**src/rtl/window_feeder.sv**
```systemverilog
// window_feeder: 3x3 sliding-window generator over a row-major 10-bit pixel stream.
// Latency: a window appears on o_busData one cycle after its completing pixel is accepted.
// Backpressure: o_ready = !o_valid || i_ready; a stalled window holds and blocks input.
// Option: define WINDOW_FEEDER_STRIDE2_EN to emit only windows with even (row-2) and (col-2).
module window_feeder #(
    parameter int IMG_W = 32,
    parameter int IMG_H = 32
) (
    input  logic        i_clk,
    input  logic        i_rst,
    input  logic [9:0]  i_data,
    input  logic        i_valid,
    output logic        o_ready,
    output logic [89:0] o_busData,
    output logic        o_valid,
    input  logic        i_ready,
    output logic        o_frame_done
);
    localparam int CW = $clog2(IMG_W);
    localparam int RW = $clog2(IMG_H);
    localparam logic [CW-1:0] COL_LAST = CW'(IMG_W - 1);
    localparam logic [RW-1:0] ROW_LAST = RW'(IMG_H - 1);

    typedef enum logic {S_FILL, S_STREAM} state_t;

    // Line buffers: lb0 holds the previous row, lb1 the row before that.
    logic [9:0]    r_lb0 [IMG_W];
    logic [9:0]    r_lb1 [IMG_W];
    logic [9:0]    r_win [9];
    logic [CW-1:0] r_col;
    logic [RW-1:0] r_row;
    state_t        r_state;

    logic          w_accept;
    logic          w_col_last;
    logic          w_frame_last;
    logic          w_emit;
    logic [9:0]    w_top;
    logic [9:0]    w_mid;
    logic [9:0]    w_win_next [9];
    logic [89:0]   w_bus_next;

    assign o_ready      = !o_valid || i_ready;
    assign w_accept     = i_valid && o_ready;
    assign w_col_last   = (r_col == COL_LAST);
    assign w_frame_last = w_col_last && (r_row == ROW_LAST);
    assign w_top        = r_lb1[r_col];
    assign w_mid        = r_lb0[r_col];

    // Row parity equals (row-2) parity, so stride-2 only needs the low bits.
`ifdef WINDOW_FEEDER_STRIDE2_EN
    assign w_emit = (r_state == S_STREAM) && (r_col >= CW'(2)) && !r_col[0] && !r_row[0];
`else
    assign w_emit = (r_state == S_STREAM) && (r_col >= CW'(2));
`endif

    // Next window: shift every row left and append the new column (oldest row on top).
    always_comb begin
        for (int r = 0; r < 3; r++) begin
            w_win_next[r*3 + 0] = r_win[r*3 + 1];
            w_win_next[r*3 + 1] = r_win[r*3 + 2];
            w_win_next[r*3 + 2] = r_win[r*3 + 2];
        end
        w_win_next[2] = w_top;
        w_win_next[5] = w_mid;
        w_win_next[8] = i_data;
    end

    // Flatten the next window, element k at bits [10k+9:10k].
    always_comb begin
        w_bus_next = '0;
        for (int k = 0; k < 9; k++) begin
            w_bus_next[10*k +: 10] = w_win_next[k];
        end
    end

    // Pixel storage; deliberately not reset so a new frame simply overwrites it.
    always_ff @(posedge i_clk) begin
        if (!i_rst && w_accept) begin
            r_lb1[r_col] <= w_mid;
            r_lb0[r_col] <= i_data;
            for (int k = 0; k < 9; k++) begin
                r_win[k] <= w_win_next[k];
            end
        end
    end

    // Raster position counters and FILL/STREAM state, advanced per accepted pixel.
    always_ff @(posedge i_clk) begin
        if (i_rst) begin
            r_col   <= '0;
            r_row   <= '0;
            r_state <= S_FILL;
        end else if (w_accept) begin
            if (w_col_last) begin
                r_col <= '0;
                if (r_row == ROW_LAST) r_row <= '0;
                else                   r_row <= r_row + 1'b1;
            end else begin
                r_col <= r_col + 1'b1;
            end
            case (r_state)
                S_FILL:   if (w_col_last && (r_row == RW'(1))) r_state <= S_STREAM;
                S_STREAM: if (w_frame_last) r_state <= S_FILL;
                default:  r_state <= S_FILL;
            endcase
        end
    end

    // Single output stage: load on a completing accept, drop valid on a bare consume.
    always_ff @(posedge i_clk) begin
        if (i_rst) begin
            o_busData    <= '0;
            o_valid      <= 1'b0;
            o_frame_done <= 1'b0;
        end else begin
            o_frame_done <= w_accept && w_frame_last;
            if (w_accept && w_emit) begin
                o_busData <= w_bus_next;
                o_valid   <= 1'b1;
            end else if (i_ready) begin
                o_valid   <= 1'b0;
            end
        end
    end
endmodule

```
**config.mk**
```make
export PLATFORM = sky130hd
export DESIGN_NAME = window_feeder
export DESIGN_NICKNAME = d
export VERILOG_FILES = /design/src/rtl/window_feeder.sv
export SDC_FILE = /design/constraint.sdc
export NUM_CORES = 1
export LEC_CHECK = 0
export ABC_CLOCK_PERIOD_IN_PS = 7600
export CORE_UTILIZATION = 55
export DETAILED_ROUTE_END_ITERATION = 8
export GPL_TIMING_DRIVEN = 0
export PLACE_DENSITY = 0.76
export SYNTH_ARGS = -nofsm -noshare
export SYNTH_HDL_FRONTEND = slang
export SYNTH_SLANG_ARGS = --single-unit
```
**constraint.sdc**
```tcl
create_clock -name i_clk -period 7.6 [get_ports i_clk]
set_clock_uncertainty 0.1 [all_clocks]
set_input_delay 2.28 -clock i_clk [delete_from_list [all_inputs] [get_ports i_clk]]
set_output_delay 2.28 -clock i_clk [all_outputs]
set_load 0.02 [all_outputs]
```
==> flow_summary_export.csv <==
group,metric,value,unit
cts,cts_resized,0,
pwr,leakage,0.01146,uW
sta,fin_crit_sh,80.72,%
critical_path,crit_type,"input port to output pin",
floorplan,fp.dieW,240.7,um
floorplan,io_pins,107,
cts,cts_sinks,808,
pwr,swShare,21.13,%
final_layout,area_growth_syn_to_layout,18.05,%
synthesis,synth_most_common_cell,"edfxtp_1",
critical_path,slowest_stage,"clkdlybuf4s50_1",
final_layout,regArea,23180,sq um
pwr,intPower,7282,uW
sta,slew_headroom,7.057,%
final_layout,fin_util,65.71,%
place,dp_hpwl,49100,um
synthesis,syn_inst,1891,
place,gp_congestion,0.9055,
floorplan,start_util,55.66,%
cts,clkLatencyLatePin,0.63,ns
critical_path,cp-end-kind,"output pin",
synthesis,yosysSeqAreaShare,74.01,%
sta,layout_min_cycle_time,6.135,ns
synthesis,synthFlopType,"edfxtp_1",
synthesis,synth_edf_count,700,
cts,cts-root-buf,"clkbuf_16",
flow_run,drv_cap,0,
cts,cts_tree,"yes",
synthesis,yosys-top-cells-count,"edfxtp_1, mux2i_1, a22oi_1",
cts,cts_inserted_buffers,79,
sta,setup_ws,1.465,ns
pwr,p_clk_share,41.8,%
sta,clock.fmax,163.0,MHz
grt,grt_util_all_layers,26.03,%
synthesis,syn-cell-area,31330,sq um
grt,grt_max_degree,36,
sta,setup_viol,0,
grt,gr-total-overflow,0,
critical_path,slowest_delay,0.70,ns
place,dpl.cell_count,2807,
detailed_routing,vias,17840,
critical_path,crit_chain,"clkdlybuf4s50_1 -> nand2b_1 -> buf_2 -> clkdlybuf4s50_1",
pwr,comb_power_share,5.2,%
cts,clockBufferDepth,3,
synthesis,syn_area_per_cell,16.57,sq um
floorplan,std_cell_rows,87,
final_layout,multi_input_area,7495,sq um
final_layout,instances_no_fill,2955,
detailed_routing,finalWirelength,74790,um
critical_path,crit_fanout,9,
synthesis,ys_ff_latch,808,
cts,cts_setup_buffers,0,
sta,rsz0062_at_grt,"no",
sta,slew_violations,0,
synthesis,ys_warn_count,0,
synthesis,async_flop_share,0,%
synthesis,syn-num-nets,1913,
detailed_routing,antenna_left,0,
synthesis,yosysTopAreaCell,"edfxtp_1",
floorplan,coreArea,56280,sq um
detailed_routing,drtIter0Drc,1878,
critical_path,crit_arrival,3.75,ns
final_layout,num-nets-final,2154,
floorplan,die_area,57910,sq um
final_layout,drive_gt1_share,20.46,%
hold_path,hold_path.class,"register to register",
critical_path,crit_top_cell,"clkdlybuf4s50_1",
detailed_routing,drt_pre_antenna_iters,5,
cts,clk_pin_slew,0.06,ns
place,pre_cts_ws,1.422,ns
detailed_routing,wl_per_cell,25.31,um
pwr,seqPwrFrac,53.0,%
status,status,"completed",
cts,cts.htree.levels,3,
synthesis,synth_top_area_share,67.10,%
final_layout,diodes,0,
final_layout,nFillCells,3716,
cts,cts_hold_buf,0,
detailed_routing,drt-vias-per-instance,6.039,
pwr,power_switching,1951,uW
sta,worst_slew_pin_slew,1.389,ns
critical_path,startpoint_type,"input port",
synthesis,synth_cell_type_count,40,
critical_path,cp.required,5.22,ns
grt,antenna_found_initial,1,
pwr,p_per_area,249.7,nW/um^2
place,port_buffers,104,
floorplan,die_h,240.7,um
pwr,peakVddDrop,150.3,uV
grt,grt_pass1_vias,17330,
synthesis,synth.area.top_cells,"edfxtp_1, mux2i_1, dfxtp_1",
sta,hold_viol,0,
grt,grt_pass1_wl,109000,um
detailed_routing,drc,0,
cell type report:
type                       instances  share of cell area [%]
tap                              756                   2.558
buffer                           117                   2.196
sequential                       808                   62.69
inverter                           3                 0.03045
timing repair buffer             160                   5.349
clock buffer                     112                   5.992
multi-input combinational        963                   20.27
clock inverter                    36                  0.9169
cells by family (layout without fill, tap and decap cells):
family	count (synthesis)	after routing	share of synthesized area (%)
fa+ha+maj	8	8	0.3196
simple gates	285	285	4.889
flops	808	808	74.01
mux	321	321	10.26
buf+inv	120	428	2.628
compound gates	349	349	7.901
power by group through the flow:
stage	sequential (uW)	combinational, uW	clock [uW]
after floorplan	4990	249	0
after global placement	5000	407	0
after detailed placement	4990	469	0
after CTS	4900	474	3900
after global routing	4900	495	4070
final	4900	477	3860
worst paths after layout:
kind,end,slack [ns],cells after the start,from
setup / recovery,o_ready,1.47,4,i_ready
hold / removal,r_win[4][3],0.35,0,r_win[5][3]
setup reg to reg,r_lb0[7][6],3.81,7,o_valid
hold reg to reg,r_win[4][3],0.35,0,r_win[5][3]
registers in the layout (all words and copies together), names as in the netlist, named ones only:
register / cells
r_state: 1
o_frame_done: 1
r_lb1: 320
r_row: 5
r_lb0: 320
o_valid: 1
r_win: 60
o_busData: 90
r_col: 5
worst max-delay path, delay by kind of cell:
kind                   cells  cell delay (ns)
and+or+nand+nor            1             0.09
buffers and inverters      3             1.38
metal layers:
metal  vias to the layer above  share of wire, %  global-route usage [%]
met2                       954                48                   41.41
li1                       7783                 -                       -
met1                      8930                39                   35.08
met4                         0               4.7                   12.97
met5                         -                 0                       0
met3                       177               8.7                   4.186
cells in the final DEF (no fill, tap or decap), types with 4 or more instances in the layout:
cell,synthesis,final
edfxtp_1,700,700
mux2i_1,321,321
a22oi_1,160,160
dfxtp_1,108,108
clkdlybuf4s50_1,0,96
a21oi_1,92,92
nand2_1,91,91
clkbuf_16,0,83
clkbuf_1,51,77
a21oi_2,69,69
nand2_2,60,60
nor2_2,20,52
buf_6,19,34
nor2_1,63,30
buf_8,4,29
buf_2,18,26
o21a_1,20,20
buf_16,0,15
buf_4,14,14
clkinv_2,0,13
nor4_2,20,10
nor4_4,0,10
clkinv_1,0,10
ha_1,8,8
buf_12,6,7
nand3_1,6,6
bufinv_16,0,6
o21ai_0,4,4
stage by stage:
stage / cell area [sq um] / total power [uW] / TNS [ns] / hold WS [ns]
4_1_cts: 37010 / 9268 / 0 / 0.3491
6_report: 36980 / 9233 / 0 / 0.3493
5_1_grt: 36980 / 9464 / 0 / 0.3508
3_3_place_gp: 33310 / 5406 / -794.39 / 0.3318
3_5_place_dp: 34450 / 5461 / 0 / 0.3342
2_1_floorplan: 31330 / 5238 / 0 / 0.3262
No activity file was read; power rests on OpenSTA's default activity.
